<file path="src/rtl/route_sequencer.sv">
// Route sequencer for semi-auto driving mode.
// Stores a programmed list of crossroad decisions and replays one per
// crossroad stop onto the semi-auto FSM direction inputs. While a route is
// running it owns those inputs; otherwise the manual buttons pass through.
module route_sequencer #(
    parameter int DEPTH   = 8,
    parameter int ADDR_W  = 3,
    parameter int TIMEOUT = 250
) (
    input  logic              clk_20ms,
    input  logic              rst,
    input  logic              power,
    input  logic [1:0]        global_state,
    input  logic [1:0]        nav_state,
    input  logic              prog_en,
    input  logic              prog_valid,
    input  logic [1:0]        prog_cmd,
    input  logic              run_en,
    input  logic              btn_left,
    input  logic              btn_right,
    input  logic              btn_straight,
    input  logic              btn_back,
    output logic              left,
    output logic              right,
    output logic              straight,
    output logic              back,
    output logic [ADDR_W:0]   route_len,
    output logic [ADDR_W:0]   route_idx,
    output logic              busy,
    output logic              full,
    output logic              done,
    output logic              fault
);

    localparam int CNT_W = $clog2(TIMEOUT + 1);
    localparam logic [ADDR_W:0] LEN_MAX = (ADDR_W + 1)'(DEPTH);
    localparam logic [CNT_W-1:0] CNT_MAX = CNT_W'(TIMEOUT);
    localparam logic [1:0] GS_SEMI = 2'b10;
    localparam logic [1:0] NAV_FWD = 2'b01;
    localparam logic [1:0] NAV_WAIT = 2'b00;

    typedef enum logic [2:0] {
        S_IDLE, S_PROG, S_WAIT_XR, S_ISSUE, S_ACK, S_DONE, S_FAULT
    } state_t;

    state_t            state_q, state_d;
    logic [ADDR_W:0]   len_q, len_d;
    logic [ADDR_W:0]   idx_q, idx_d;
    logic [CNT_W-1:0]  cnt_q, cnt_d;
    // Direction vector bit order: {back, right, left, straight}
    logic [3:0]        dir_q, dir_d;
    logic              busy_q, busy_d;
    logic              full_q, full_d;
    logic              done_q, done_d;
    logic              fault_q, fault_d;
    logic              prog_valid_q, run_en_q;
    logic              wr_en;
    logic              prog_edge, run_edge, abort;

    logic [1:0]        mem [DEPTH];

    // Decode a stored route entry into a one-hot direction vector.
    function automatic logic [3:0] decode_cmd(input logic [1:0] cmd);
        case (cmd)
            2'b00:   decode_cmd = 4'b0001;
            2'b01:   decode_cmd = 4'b0010;
            2'b10:   decode_cmd = 4'b0100;
            default: decode_cmd = 4'b1000;
        endcase
    endfunction

    assign prog_edge = prog_valid & ~prog_valid_q;
    assign run_edge  = run_en & ~run_en_q;
    assign abort     = ~power | (global_state != GS_SEMI) | ~run_en;

    // Next-state, counters and next direction outputs.
    always_comb begin
        state_d = state_q;
        len_d   = len_q;
        idx_d   = idx_q;
        cnt_d   = cnt_q;
        dir_d   = 4'b0000;
        wr_en   = 1'b0;
        case (state_q)
            S_IDLE: begin
                if (prog_en) begin
                    state_d = S_PROG;
                    len_d   = '0;
                end else if (run_edge && len_q != '0 && power && global_state == GS_SEMI) begin
                    state_d = S_WAIT_XR;
                    idx_d   = '0;
                end else begin
                    dir_d = {btn_back, btn_right, btn_left, btn_straight};
                end
            end
            S_PROG: begin
                // A write coinciding with prog_en falling still lands.
                if (prog_edge && len_q != LEN_MAX) begin
                    wr_en = 1'b1;
                    len_d = len_q + 1'b1;
                end
                if (!prog_en) state_d = S_IDLE;
            end
            S_WAIT_XR: begin
                if (abort) begin
                    state_d = S_IDLE;
                    idx_d   = '0;
                end else if (nav_state == NAV_WAIT) begin
                    state_d = S_ISSUE;
                    cnt_d   = '0;
                end
            end
            S_ISSUE: begin
                if (abort) begin
                    state_d = S_IDLE;
                    idx_d   = '0;
                end else if (nav_state != NAV_WAIT) begin
                    state_d = S_ACK;
                    idx_d   = idx_q + 1'b1;
                end else if (cnt_q == CNT_MAX) begin
                    state_d = S_FAULT;
                end else begin
                    cnt_d = cnt_q + 1'b1;
                    dir_d = decode_cmd(mem[idx_q[ADDR_W-1:0]]);
                end
            end
            S_ACK: begin
                // Wait for cruising again so the same stop is not served twice.
                if (abort) begin
                    state_d = S_IDLE;
                    idx_d   = '0;
                end else if (nav_state == NAV_FWD) begin
                    state_d = (idx_q == len_q) ? S_DONE : S_WAIT_XR;
                end
            end
            S_DONE, S_FAULT: begin
                if (!run_en) state_d = S_IDLE;
            end
            default: state_d = S_IDLE;
        endcase
        busy_d  = (state_d == S_WAIT_XR) || (state_d == S_ISSUE) || (state_d == S_ACK);
        done_d  = (state_d == S_DONE);
        fault_d = (state_d == S_FAULT);
        full_d  = (len_d == LEN_MAX);
    end

    // Register FSM state, counters, edge detectors and all outputs.
    always_ff @(posedge clk_20ms) begin
        if (rst) begin
            state_q      <= S_IDLE;
            len_q        <= '0;
            idx_q        <= '0;
            cnt_q        <= '0;
            dir_q        <= 4'b0000;
            busy_q       <= 1'b0;
            full_q       <= 1'b0;
            done_q       <= 1'b0;
            fault_q      <= 1'b0;
            prog_valid_q <= 1'b0;
            run_en_q     <= 1'b0;
        end else begin
            state_q      <= state_d;
            len_q        <= len_d;
            idx_q        <= idx_d;
            cnt_q        <= cnt_d;
            dir_q        <= dir_d;
            busy_q       <= busy_d;
            full_q       <= full_d;
            done_q       <= done_d;
            fault_q      <= fault_d;
            prog_valid_q <= prog_valid;
            run_en_q     <= run_en;
        end
    end

    // Route storage; deliberately not reset so contents survive rst.
    always_ff @(posedge clk_20ms) begin
        if (wr_en) mem[len_q[ADDR_W-1:0]] <= prog_cmd;
    end

    assign straight  = dir_q[0];
    assign left      = dir_q[1];
    assign right     = dir_q[2];
    assign back      = dir_q[3];
    assign route_len = len_q;
    assign route_idx = idx_q;
    assign busy      = busy_q;
    assign full      = full_q;
    assign done      = done_q;
    assign fault     = fault_q;

endmodule

</file>
<file path="config.mk">
export PLATFORM = sky130hd
export DESIGN_NAME = route_sequencer
export DESIGN_NICKNAME = d
export VERILOG_FILES = /design/src/rtl/route_sequencer.sv
export SDC_FILE = /design/constraint.sdc
export NUM_CORES = 1
export LEC_CHECK = 0
export CAP_MARGIN = 10
export CORE_MARGIN = 1.5
export CORE_UTILIZATION = 50
export CTS_BUF_LIST = sky130_fd_sc_hd__clkbuf_16
export CTS_CLUSTER_SIZE = 8
export DETAILED_ROUTE_END_ITERATION = 8
export DONT_BUFFER_PORTS = 1
export PLACE_DENSITY = 0.66
export SYNTH_ARGS = -nofsm -noshare
export SYNTH_HDL_FRONTEND = slang
export SYNTH_SLANG_ARGS = --single-unit
</file>
<file path="constraint.sdc">
create_clock -name clk_20ms -period 3 [get_ports clk_20ms]
set_clock_uncertainty 0.2 [all_clocks]
set_input_delay 0.6 -clock clk_20ms [delete_from_list [all_inputs] [get_ports clk_20ms]]
set_output_delay 0.6 -clock clk_20ms [all_outputs]
set_load 0.05 [all_outputs]
</file>
==> results_tabular.tex, run 1 <==
\begin{tabular}{lr}
\hline
Metric & Value \\
\hline
\multicolumn{2}{l}{\textbf{Yosys}} \\
\quad Count of flip-flops with a built-in enable after synthesis & 16 \\
\quad Leading cell types by total area after synthesis & sky130\_fd\_sc\_hd\_\_dfxtp\_1, sky130\_fd\_sc\_hd\_\_edfxtp\_1, sky130\_fd\_sc\_hd\_\_nor2\_1 \\
\quad Synth Net Count & 245 \\
\quad Biggest area consumer among synthesized cells & sky130\_fd\_sc\_hd\_\_dfxtp\_1 \\
\quad Average cell area after synthesis & between 10 and 15 um2 \\
\quad Mapped Cells & $\sim$220 \\
\quad Syn. warnings & 0 \\
\quad Number of distinct library cells after synthesis & 55 \\
\quad Most used flip-flop cell after synthesis & sky130\_fd\_sc\_hd\_\_dfxtp\_1 \\
\quad Fraction of the yosys area taken by sequential cells & 0.4880 \\
\quad Area share of the largest cell type after synthesis & 0.2789 \\
\quad Post-synth design cell area & between 2000 and 2500 um2 \\
\quad Register bit total from synthesis & 48 \\
\quad Share of flip-flops with an asynchronous set or reset & 0 \\
\multicolumn{2}{l}{\textbf{Global route}} \\
\quad Overall routing resource usage & 0.1946 \\
\quad Global-route congestion overflow total & 0 \\
\quad Wire length of the first global-routing pass & around 7.6 mm \\
\quad Via count of the first global-routing pass & $\sim$1600 \\
\quad GR Util met2 & 0.2783 \\
\quad Most utilized layer in the global route result & met1 \\
\quad Number of antenna violations at the first check in global routing & 0 \\
\quad Pin count of the biggest net entering global routing & 20 \\
\quad GR Util met1 & 0.2901 \\
\quad Met3 layer usage reported by global route & 0.03989 \\
\multicolumn{2}{l}{\textbf{Pwr}} \\
\quad Fraction of power consumed by combinational cells & 0.028 \\
\quad Power density relative to cell area & 536.2 nW/um2 \\
\quad Static Leak & 0.9209 nW \\
\quad Internal power consumption & 1.088 mW \\
\quad Highest ir drop seen on vdd & approximately 0.28 mV \\
\quad Switching pwr & between 0.2 and 0.3 mW \\
\quad Switching fraction of total power & 0.2045 \\
\quad Sequential share of power & 0.502 \\
\quad Total Power Consumption & around 1.4 mW \\
\quad Clock power share & 0.470 \\
\multicolumn{2}{l}{\textbf{Cells and area}} \\
\quad Net total in the final layout & approximately 260 \\
\quad Area added between synthesis and finish & 11.00\% \\
\quad Highest-count cells in the layout ignoring fill and taps & sky130\_fd\_sc\_hd\_\_dfxtp\_1, sky130\_fd\_sc\_hd\_\_nor2\_1, sky130\_fd\_sc\_hd\_\_edfxtp\_1, sky130\_fd\_sc\_hd\_\_inv\_1, sky130\_fd\_sc\_hd\_\_nand2\_1 \\
\quad Most common cell after layout, fill and taps aside & sky130\_fd\_sc\_hd\_\_dfxtp\_1 \\
\quad Fraction of layout cells with a size suffix above 1 & 0.1362 \\
\quad Antenna diode instance count & 0 \\
\multicolumn{2}{l}{\textbf{CTS}} \\
\quad Longest Clk Path Bufs & 2 \\
\quad Hold\_buf cts & 0 \\
\quad Cts repair resizes & 0 \\
\quad Cell at the root of the clock tree & sky130\_fd\_sc\_hd\_\_clkbuf\_16 \\
\quad CTS tree & done \\
\quad Clock latency of the later-clocked register in the worst-skew pair & 290 ps \\
\quad Count of H-tree levels built during CTS & 2 \\
\quad CTS Buf Count & 5 \\
\quad Number of buffers added for setup after CTS & 0 \\
\quad Post-CTS clock slew at the launch and capture registers of the worst setup and hold paths & roughly 70 ps \\
\quad Clock net sink count & 48 \\
\multicolumn{2}{l}{\textbf{Placement}} \\
\quad HPWL after DPL & approximately 3.4 mm \\
\quad Placement-stage worst setup slack & $\sim$690 ps \\
\quad Final RePlAce weighted congestion & roughly 0.86 \\
\quad Count of input and output buffers & 0 \\
\multicolumn{2}{l}{\textbf{Run}} \\
\quad Max-cap viol count & 0 \\
\multicolumn{2}{l}{\textbf{Timing}} \\
\quad Setup slack of the critical path after layout & $\sim$750 ps \\
\quad Transition time at the pin with the least slew margin & around 570 ps \\
\quad Maximum clock frequency & roughly 450 MHz \\
\quad Minimum clock period after layout & $\sim$2200 ps \\
\quad Number of hold violations in the final report & 0 \\
\quad Final setup violation count & 0 \\
\quad Fin Hold WS & 170.1 ps \\
\quad Final critical-path share of the clock period & 0.7486 \\
\quad Number of slew-limit violations in the final report & 0 \\
\quad Unrepaired setup endpoints after global routing & no \\
\quad Worst slew margin & 0.6159 \\
\quad Total negative slack for setup checks & 0 ps \\
\multicolumn{2}{l}{\textbf{Die}} \\
\quad Starting utilization of the core area & 0.5240 \\
\quad IO Pins & 32 \\
\quad Area of the die & between 5000 and 6000 um2 \\
\quad Die width & approximately 71 um \\
\quad Height of the die & between 70 and 80 um \\
\quad Area of the core region & between 4000 and 5000 um2 \\
\quad Number of placement rows & 24 \\
\multicolumn{2}{l}{\textbf{Setup path}} \\
\quad Maximum fanout count along the critical path & 4 \\
\quad Crit. End Element & flop \\
\quad Required time of the critical path & a little over 3000 ps \\
\quad Worst setup path category & flop to flop \\
\quad Critical Path AT & 2280 ps \\
\quad Launching element type of the critical path & flop \\
\multicolumn{2}{l}{\textbf{Routing}} \\
\quad Drt drc & 0 \\
\quad Vias & about 1700 \\
\quad Violation count after the first detailed-routing iteration & 124 \\
\quad Residual antenna-violating net count after detailed routing & 0 \\
\quad Via-per-instance ratio & between 5 and 6 \\
\quad Total Routed Length & about 4.6 mm \\
\quad Average detailed-routed wire length per instance & approximately 16 um \\
\quad DR pass1 iterations & 4 \\
\multicolumn{2}{l}{\textbf{Outcome}} \\
\quad Result of the run & completed \\
\multicolumn{2}{l}{\textbf{Min path}} \\
\quad Worst hold path class & primary input to flop \\
\hline
\end{tabular}
## routing by layer
metal / vias up / wire (um)
met4: 0 / 63
li1: 840 / -
met5: - / 0
met2: 46 / 2001
met3: 6 / 298
met1: 782 / 2273
## kinds of logic (layout without fill, tap and decap cells)
kind of cell	after synthesis	count (layout)	share of synthesized area
AOI/OAI and AO/OA	34	34	0.1051
xor gates and xnor gates	10	10	0.04139
adders and majority gates	5	5	0.02723
buffers and inverters	21	32	0.05011
DFF	48	48	0.4880
muxes	10	10	0.06591
and+or+nand+nor	96	96	0.2222
## cells in the mapped netlist (3+ instances only)
cell type / n
sky130_fd_sc_hd__mux2i_1: 5
sky130_fd_sc_hd__ha_1: 5
sky130_fd_sc_hd__nand2_1: 13
sky130_fd_sc_hd__or3_1: 5
sky130_fd_sc_hd__inv_1: 13
sky130_fd_sc_hd__nand3_1: 5
sky130_fd_sc_hd__edfxtp_1: 16
sky130_fd_sc_hd__dfxtp_1: 32
sky130_fd_sc_hd__a21oi_1: 8
sky130_fd_sc_hd__nor3b_1: 3
sky130_fd_sc_hd__nand4_1: 3
sky130_fd_sc_hd__clkbuf_1: 3
sky130_fd_sc_hd__mux4_2: 4
sky130_fd_sc_hd__nor2_1: 29
sky130_fd_sc_hd__and2_1: 3
sky130_fd_sc_hd__and3_1: 4
sky130_fd_sc_hd__nor4_1: 3
sky130_fd_sc_hd__xnor2_1: 5
sky130_fd_sc_hd__nor3_1: 10
sky130_fd_sc_hd__o21ai_0: 7
sky130_fd_sc_hd__xor2_1: 4
## worst max-delay path, cell delays in order, from the launching register on
cell and delay (ps):
sky130_fd_sc_hd__dfxtp_1 350, sky130_fd_sc_hd__xor2_2 190, sky130_fd_sc_hd__or4_1 540, sky130_fd_sc_hd__a222oi_1 560, sky130_fd_sc_hd__and2_1 220, sky130_fd_sc_hd__a31o_1 140
## worst paths after layout
kind / slack (ps) / from / cells after the start / endpoint
worst max-delay path: 750 / route_idx[1] / 5 / busy
worst min-delay path: 170 / rst / 1 / prog_valid_q
worst max register to register: 750 / route_idx[1] / 5 / busy
worst min register to register: 300 / cnt_q[7] / 2 / cnt_q[7]
## layout make-up
| cell class | instances | area [um2] |
|---|---|---|
| fill | 393 | 1834 |
| sequential | 48 | 1121 |
| multi-input combinational | 155 | 1061 |
| clock buffer | 5 | 125.1 |
| timing repair buffer | 11 | 82.58 |
| tap | 52 | 65.06 |
| inverter | 13 | 48.80 |
| clock inverter | 3 | 46.29 |
## flip-flops by register name, indices dropped and copies added, names as in the netlist, named ones only
name	cells
done	1
route_idx	4
state_q	3
fault	1
busy	1
mem	16
dir_q	4
prog_valid_q	1
full	1
route_len	4
cnt_q	8
run_en_q	1
## per-stage QoR
step / utilization / instance area, um2 / cells
after global placement: 0.5425 / 2379 / 279
after CTS: 0.5816 / 2550 / 287
after floorplan: - / 2297 / 224
after global routing: 0.5816 / 2550 / 287
after detailed placement: 0.5425 / 2379 / 279
final: 0.5816 / 2550 / 287
## power by group through the flow
stage | Combinational, mW | Clock (mW) | Sequential, mW
2_1_floorplan | 0.0341 | 0 | 0.700
3_3_place_gp | 0.0381 | 0 | 0.701
3_5_place_dp | 0.0381 | 0 | 0.701
4_1_cts | 0.0383 | 0.655 | 0.686
5_1_grt | 0.0434 | 0.668 | 0.687
6_report | 0.0383 | 0.642 | 0.687
No activity file was read; power rests on OpenSTA's default activity.
==> run 2, diff against run 1 <==
==> constraint.sdc (replaced) <==
create_clock -name clk_20ms -period 2.2 [get_ports clk_20ms]
set_clock_uncertainty 0.2 [all_clocks]
set_input_delay 0.44 -clock clk_20ms [delete_from_list [all_inputs] [get_ports clk_20ms]]
set_output_delay 0.44 -clock clk_20ms [all_outputs]
set_load 0.05 [all_outputs]
==> results_tabular.tex, run 2 (same netlist as run 1, synthesis figures left out) <==
\begin{tabular}{lr}
\hline
Metric & Value \\
\hline
\multicolumn{2}{l}{\textbf{Outcome}} \\
\quad Result of the run & completed (unchanged) \\
\multicolumn{2}{l}{\textbf{Global route}} \\
\quad Overall routing resource usage & 0.2040 (was 0.1946) \\
\quad Via count of the first global-routing pass & 1704 (was 1614) \\
\quad Global-route congestion overflow total & 0 (unchanged) \\
\quad Pin count of the biggest net entering global routing & 20 (unchanged) \\
\quad Wire length of the first global-routing pass & 7.997 mm (was 7.583 mm) \\
\quad Number of antenna violations at the first check in global routing & 0 (unchanged) \\
\multicolumn{2}{l}{\textbf{Routing}} \\
\quad DR pass1 iterations & 4 (unchanged) \\
\quad Drt drc & 0 (unchanged) \\
\quad Residual antenna-violating net count after detailed routing & 0 (unchanged) \\
\quad Average detailed-routed wire length per instance & 16.65 um (was 16.15 um) \\
\quad Total Routed Length & 4.945 mm (was 4.636 mm) \\
\quad Violation count after the first detailed-routing iteration & 109 (was 124) \\
\quad Via-per-instance ratio & 5.886 (was 5.833) \\
\quad Vias & 1748 (was 1674) \\
\multicolumn{2}{l}{\textbf{Timing}} \\
\quad Fin Hold WS & 16.56 ps (was 170.1 ps) \\
\quad Maximum clock frequency & 481.6 MHz (was 445.3 MHz) \\
\quad Final critical-path share of the clock period & 0.9438 (was 0.7486) \\
\quad Worst slew margin & 0.6031 (was 0.6159) \\
\quad Number of slew-limit violations in the final report & 0 (unchanged) \\
\quad Minimum clock period after layout & 2076 ps (was 2246 ps) \\
\quad Setup slack of the critical path after layout & 123.6 ps (was 754.3 ps) \\
\quad Number of hold violations in the final report & 0 (unchanged) \\
\quad Final setup violation count & 0 (unchanged) \\
\quad Unrepaired setup endpoints after global routing & no (unchanged) \\
\quad Transition time at the pin with the least slew margin & 590.0 ps (was 568.1 ps) \\
\multicolumn{2}{l}{\textbf{Setup path}} \\
\quad Buffers and inverters on the worst path & 0 (unchanged) \\
\quad Worst path max stage delay & 480 ps (was 560 ps) \\
\quad Crit-path slowest cell & sky130\_fd\_sc\_hd\_\_or4\_1 (was sky130\_fd\_sc\_hd\_\_a222oi\_1) \\
\quad Worst R2R End & busy (unchanged) \\
\quad Required time of the critical path & 2180 ps (was 3040 ps) \\
\quad Launching element type of the critical path & flop (unchanged) \\
\quad Worst setup path category & flop to flop (unchanged) \\
\quad Crit. End Element & flop (unchanged) \\
\quad Critical path's top delay family & compound AO/OA/AOI/OAI gates (was simple AND/OR/NAND/NOR gates) \\
\quad Reg2reg start & route\_len[0] (was route\_idx[1]) \\
\quad Maximum fanout count along the critical path & 7 (was 4) \\
\quad Depth of the worst register-to-register path & 5 (unchanged) \\
\quad Worst R2R Setup Slack & 120 ps (was 750 ps) \\
\quad Worst-path cell chain & xor2\_2 > or4\_1 > a222oi\_1 > nor3b\_1 > a31o\_1 (was xor2\_2 > or4\_1 > a222oi\_1 > and2\_1 > a31o\_1) \\
\quad Critical Path AT & 2060 ps (was 2280 ps) \\
\quad Instance count on the critical path & 5 (unchanged) \\
\multicolumn{2}{l}{\textbf{Cells and area}} \\
\quad Post-route non-filler standard cell count & 297 (was 287) \\
\quad Area added between synthesis and finish & 16.01\% (was 11.00\%) \\
\quad Fraction of layout cells with a size suffix above 1 & 0.2245 (was 0.1362) \\
\quad Post-Layout Inst Area & 2665 um2 (was 2550 um2) \\
\quad Antenna diode instance count & 0 (unchanged) \\
\quad Number of flip-flops in the largest register & 16 (unchanged) \\
\quad Most common cell after layout, fill and taps aside & sky130\_fd\_sc\_hd\_\_nor2\_1 (was sky130\_fd\_sc\_hd\_\_dfxtp\_1) \\
\quad Highest-count cells in the layout ignoring fill and taps & sky130\_fd\_sc\_hd\_\_nor2\_1, sky130\_fd\_sc\_hd\_\_dfxtp\_1, sky130\_fd\_sc\_hd\_\_buf\_4, sky130\_fd\_sc\_hd\_\_edfxtp\_1 (was sky130\_fd\_sc\_hd\_\_dfxtp\_1, sky130\_fd\_sc\_hd\_\_nor2\_1, sky130\_fd\_sc\_hd\_\_edfxtp\_1, sky130\_fd\_sc\_hd\_\_inv\_1, sky130\_fd\_sc\_hd\_\_nand2\_1) \\
\quad Net total in the final layout & 265 (was 255) \\
\multicolumn{2}{l}{\textbf{CTS}} \\
\quad CTS Buf Count & 5 (unchanged) \\
\quad CTS tree & done (unchanged) \\
\quad Clock latency of the later-clocked register in the worst-skew pair & 280 ps (was 290 ps) \\
\quad Hold\_buf cts & 0 (unchanged) \\
\quad Longest Clk Path Bufs & 2 (unchanged) \\
\quad Post-CTS clock slew at the launch and capture registers of the worst setup and hold paths & 60 ps (was 70 ps) \\
\quad Count of H-tree levels built during CTS & 2 (unchanged) \\
\quad Number of buffers added for setup after CTS & 0 (unchanged) \\
\quad Cell at the root of the clock tree & sky130\_fd\_sc\_hd\_\_clkbuf\_16 (unchanged) \\
\quad Cts repair resizes & 0 (unchanged) \\
\quad Clock net sink count & 48 (unchanged) \\
\multicolumn{2}{l}{\textbf{Placement}} \\
\quad Count of input and output buffers & 0 (unchanged) \\
\quad Placement-stage worst setup slack & 27.96 ps (was 690.0 ps) \\
\quad HPWL after DPL & 3.730 mm (was 3.425 mm) \\
\quad Count of placed standard cells including taps & 289 (was 279) \\
\quad Placed Instance Area & 2490 um2 (was 2379 um2) \\
\quad Final RePlAce weighted congestion & 0.8071 (was 0.8592) \\
\multicolumn{2}{l}{\textbf{Min path}} \\
\quad Hold Path Origin & rst (unchanged) \\
\quad Worst hold path class & primary input to flop (unchanged) \\
\quad Hold worst-path end & route\_len[2] (was prog\_valid\_q) \\
\quad Number of cells on the worst hold path & 1 (unchanged) \\
\multicolumn{2}{l}{\textbf{Pwr}} \\
\quad Highest ir drop seen on vdd & 0.3796 mV (was 0.2785 mV) \\
\quad Power density relative to cell area & 646.5 nW/um2 (was 536.2 nW/um2) \\
\quad Static Leak & 0.9781 nW (was 0.9209 nW) \\
\multicolumn{2}{l}{\textbf{Die}} \\
\quad Area of the core region & 4384 um2 (unchanged) \\
\quad Area of the die & 5010 um2 (unchanged) \\
\quad Starting utilization of the core area & 0.5240 (unchanged) \\
\quad Die width & 70.78 um (unchanged) \\
\quad Number of placement rows & 24 (unchanged) \\
\quad Height of the die & 70.78 um (unchanged) \\
\quad IO Pins & 32 (unchanged) \\
\multicolumn{2}{l}{\textbf{Run}} \\
\quad Max-cap viol count & 0 (unchanged) \\
\hline
\end{tabular}
==> run 2: cell types whose count changed in the layout (fill, tap and decap cells not counted), moves of 2 or more <==
cell / change
sky130_fd_sc_hd__buf_4: +10
sky130_fd_sc_hd__o41ai_2: +2
sky130_fd_sc_hd__dfxtp_2: +5
sky130_fd_sc_hd__dfxtp_1: -8
sky130_fd_sc_hd__o41ai_1: -2
sky130_fd_sc_hd__dfxtp_4: +3
==> run 2: layer usage <==
layer  wire [um]  global-route usage
met2        2343              0.3209
met1        2268              0.2773
met3         292             0.05556
met4          40             0.06289
met5           0                   0
==> run 2: worst max-delay path by stage <==
stage,end,slack [ps],from
after floorplan,busy,-10,route_len[0]
after global placement,route_idx[3],60,state_q[2]
after detailed placement,route_idx[3],30,state_q[2]
after CTS,route_idx[3],30,state_q[2]
after global routing,busy,20,route_len[3]
final,busy,120,route_len[0]
==> run 2: layout make-up <==
type,count,area (um2)
clock buffers,5,125.1
clock inverters,3,18.77
fillers,339,1719
inverters,13,48.80
multi-input cells,155,1111
flip-flops and latches,48,1139
well taps,52,65.06
repair buffers,21,157.7
==> run 2: through the flow <==
stage / util / total power [mW] / TNS [ps]
final: 0.6079 / 1.723 / 0
after global routing: 0.6079 / 1.784 / 0
after CTS: 0.6007 / 1.737 / 0
after detailed placement: 0.5679 / 1.010 / 0
after global placement: 0.5679 / 1.009 / 0
after floorplan: - / 0.9990 / -14.76
==> run 2: power by group <==
group,internal (mW),switching (mW)
registers,0.919,0.0126
clock network,0.416,0.313
logic,0.0269,0.0352
total,1.36,0.361
==> run 3, diff against run 2 <==
--- a/config.mk
+++ b/config.mk
@@ -13,6 +13,7 @@
 export DETAILED_ROUTE_END_ITERATION = 8
 export DONT_BUFFER_PORTS = 1
 export PLACE_DENSITY = 0.66
+export SKIP_LAST_GASP = 1
 export SYNTH_ARGS = -nofsm -noshare
 export SYNTH_HDL_FRONTEND = slang
 export SYNTH_SLANG_ARGS = --single-unit
==> results_tabular.tex, run 3 (same netlist as run 1, synthesis figures left out) <==
\begin{tabular}{lr}
\hline
Metric & Value \\
\hline
\multicolumn{2}{l}{\textbf{Outcome}} \\
\quad Result of the run & completed (unchanged) \\
\multicolumn{2}{l}{\textbf{Die}} \\
\quad IO Pins & 32 (unchanged) \\
\quad Area of the core region & 4384 um2 (unchanged) \\
\quad Area of the die & 5010 um2 (unchanged) \\
\quad Number of placement rows & 24 (unchanged) \\
\quad Height of the die & 70.78 um (unchanged) \\
\quad Die width & 70.78 um (unchanged) \\
\quad Starting utilization of the core area & 0.5240 (unchanged) \\
\multicolumn{2}{l}{\textbf{Placement}} \\
\quad Final RePlAce weighted congestion & 0.8071 (unchanged) \\
\quad Placed Instance Area & 2490 um2 (unchanged) \\
\quad Placement-stage worst setup slack & 27.96 ps (unchanged) \\
\quad Count of placed standard cells including taps & 289 (unchanged) \\
\quad HPWL after DPL & 3.730 mm (unchanged) \\
\quad Count of input and output buffers & 0 (unchanged) \\
\multicolumn{2}{l}{\textbf{Setup path}} \\
\quad Critical Path AT & 2070 ps (was 2060 ps) \\
\quad Required time of the critical path & 2180 ps (about the same) \\
\quad Worst R2R End & busy (unchanged) \\
\quad Timing endpoint of the critical path & busy (unchanged) \\
\quad Launching element type of the critical path & flop (unchanged) \\
\quad Instance count on the critical path & 5 (unchanged) \\
\quad Buffers and inverters on the worst path & 0 (unchanged) \\
\quad Start point of the critical path & route\_len[3] (was route\_len[0]) \\
\quad Reg2reg start & route\_len[3] (was route\_len[0]) \\
\quad Worst R2R Setup Slack & 110 ps (was 120 ps) \\
\quad Worst setup path category & flop to flop (unchanged) \\
\quad Crit. End Element & flop (unchanged) \\
\quad Maximum fanout count along the critical path & 3 (was 7) \\
\quad Depth of the worst register-to-register path & 5 (unchanged) \\
\quad Worst-path cell chain & xor2\_1 > or4\_1 > a222oi\_1 > nor3b\_1 > a31o\_1 (was xor2\_2 > or4\_1 > a222oi\_1 > nor3b\_1 > a31o\_1) \\
\quad Critical path's top delay family & compound AO/OA/AOI/OAI gates (unchanged) \\
\quad Crit-path slowest cell & sky130\_fd\_sc\_hd\_\_or4\_1 (unchanged) \\
\quad Worst path max stage delay & 530 ps (was 480 ps) \\
\multicolumn{2}{l}{\textbf{Timing}} \\
\quad Final setup violation count & 0 (unchanged) \\
\quad Unrepaired setup endpoints after global routing & yes (was no) \\
\quad Setup slack of the critical path after layout & 112.8 ps (was 123.6 ps) \\
\quad Minimum clock period after layout & 2087 ps (was 2076 ps) \\
\quad Final critical-path share of the clock period & 0.9487 (was 0.9438) \\
\quad Number of hold violations in the final report & 0 (unchanged) \\
\quad Transition time at the pin with the least slew margin & 584.9 ps (was 590.0 ps) \\
\quad Maximum clock frequency & 479.1 MHz (was 481.6 MHz) \\
\quad Total negative slack for setup checks & 0 ps (unchanged) \\
\quad Worst slew margin & 0.6065 (was 0.6031) \\
\quad Number of slew-limit violations in the final report & 0 (unchanged) \\
\multicolumn{2}{l}{\textbf{Global route}} \\
\quad Overall routing resource usage & 0.2040 (unchanged) \\
\quad Pin count of the biggest net entering global routing & 20 (unchanged) \\
\quad Global-route congestion overflow total & 0 (unchanged) \\
\quad Number of antenna violations at the first check in global routing & 0 (unchanged) \\
\quad Via count of the first global-routing pass & 1704 (unchanged) \\
\quad Wire length of the first global-routing pass & 7.997 mm (unchanged) \\
\multicolumn{2}{l}{\textbf{CTS}} \\
\quad CTS Buf Count & 5 (unchanged) \\
\quad Hold\_buf cts & 0 (unchanged) \\
\quad Clock net sink count & 48 (unchanged) \\
\quad Number of buffers added for setup after CTS & 0 (unchanged) \\
\quad CTS tree & done (unchanged) \\
\quad Longest Clk Path Bufs & 2 (unchanged) \\
\quad Clock latency of the later-clocked register in the worst-skew pair & 280 ps (about the same) \\
\quad Cell at the root of the clock tree & sky130\_fd\_sc\_hd\_\_clkbuf\_16 (unchanged) \\
\quad Post-CTS clock slew at the launch and capture registers of the worst setup and hold paths & 60 ps (about the same) \\
\quad Count of H-tree levels built during CTS & 2 (unchanged) \\
\multicolumn{2}{l}{\textbf{Routing}} \\
\quad Average detailed-routed wire length per instance & 16.57 um (was 16.65 um) \\
\quad Via-per-instance ratio & 5.869 (was 5.886) \\
\quad Total Routed Length & 4.922 mm (was 4.945 mm) \\
\quad Violation count after the first detailed-routing iteration & 84 (was 109) \\
\quad Vias & 1743 (was 1748) \\
\quad Drt drc & 0 (unchanged) \\
\quad Residual antenna-violating net count after detailed routing & 0 (unchanged) \\
\quad DR pass1 iterations & 4 (unchanged) \\
\multicolumn{2}{l}{\textbf{Pwr}} \\
\quad Highest ir drop seen on vdd & 0.3608 mV (was 0.3796 mV) \\
\quad Static Leak & 0.9705 nW (was 0.9781 nW) \\
\quad Power density relative to cell area & 647.9 nW/um2 (was 646.5 nW/um2) \\
\multicolumn{2}{l}{\textbf{Min path}} \\
\quad Number of cells on the worst hold path & 1 (unchanged) \\
\quad Worst hold path class & primary input to flop (unchanged) \\
\multicolumn{2}{l}{\textbf{Cells and area}} \\
\quad Area added between synthesis and finish & 15.69\% (was 16.01\%) \\
\quad Most common cell after layout, fill and taps aside & sky130\_fd\_sc\_hd\_\_nor2\_1 (unchanged) \\
\quad Post-route non-filler standard cell count & 297 (unchanged) \\
\quad Fraction of layout cells with a size suffix above 1 & 0.2204 (was 0.2245) \\
\quad Antenna diode instance count & 0 (unchanged) \\
\quad Number of flip-flops in the largest register & 16 (unchanged) \\
\quad Post-Layout Inst Area & 2658 um2 (was 2665 um2) \\
\quad Net total in the final layout & 265 (unchanged) \\
\quad Highest-count cells in the layout ignoring fill and taps & sky130\_fd\_sc\_hd\_\_nor2\_1, sky130\_fd\_sc\_hd\_\_dfxtp\_1, sky130\_fd\_sc\_hd\_\_buf\_4, sky130\_fd\_sc\_hd\_\_edfxtp\_1 (unchanged) \\
\multicolumn{2}{l}{\textbf{Run}} \\
\quad Max-cap viol count & 0 (unchanged) \\
\hline
\end{tabular}
==> run 3: report_power, final <==
group	internal, mW	switching, mW	total (mW)
clock network	0.416	0.313	0.729
logic	0.0268	0.0348	0.0616
registers	0.919	0.0126	0.931
total	1.36	0.360	1.72
==> run 3: how the worst min path moves through the flow <==
| stage | to | from |
|---|---|---|
| 2_1_floorplan | cnt_q[6] | cnt_q[6] |
| 3_3_place_gp | cnt_q[6] | cnt_q[6] |
| 3_5_place_dp | cnt_q[7] | cnt_q[7] |
| 4_1_cts | route_len[2] | rst |
| 5_1_grt | route_len[2] | rst |
| 6_report | route_len[2] | rst |
==> run 3: layer usage <==
layer	part of all wire	vias to the layer above	GRT usage	wire length, um
met5	0	-	0	0
met4	0.0073	0	0.06289	36
met3	0.061	4	0.05556	302
met2	0.47	54	0.3209	2310
met1	0.46	828	0.2773	2273
li1	-	857	-	-
==> run 3: worst reg2reg max path: cells and delay by family, from the launching register on <==
family          cells  cell delay [ps]
simple gates        2              630
flops               1              340
xor+xnor            1              140
compound gates      2              670
==> run 3: area by class of cell <==
class / count / area (um2)
Fill cell: 338 / 1727
Sequential cell: 48 / 1139
Multi-Input combinational cell: 155 / 1104
Timing Repair Buffer: 21 / 157.7
Clock buffer: 5 / 125.1
Tap cell: 52 / 65.06
Inverter: 13 / 48.80
Clock inverter: 3 / 18.77
==> run 3: what timing repair did <==
action	4_1_cts	5_1_grt
endpoints found under the hold margin	0	0
gates resized for setup	0	5
setup endpoints to repair	0	7
==> run 3: metrics by stage <==
step / hold slack, ps / util / power (mW)
after floorplan: 258.0 / - / 0.9990
after global placement: 262.6 / 0.5679 / 1.009
after detailed placement: 299.5 / 0.5679 / 1.010
after CTS: 10.55 / 0.6007 / 1.737
after global routing: 9.916 / 0.6062 / 1.784
final: 16.35 / 0.6062 / 1.722
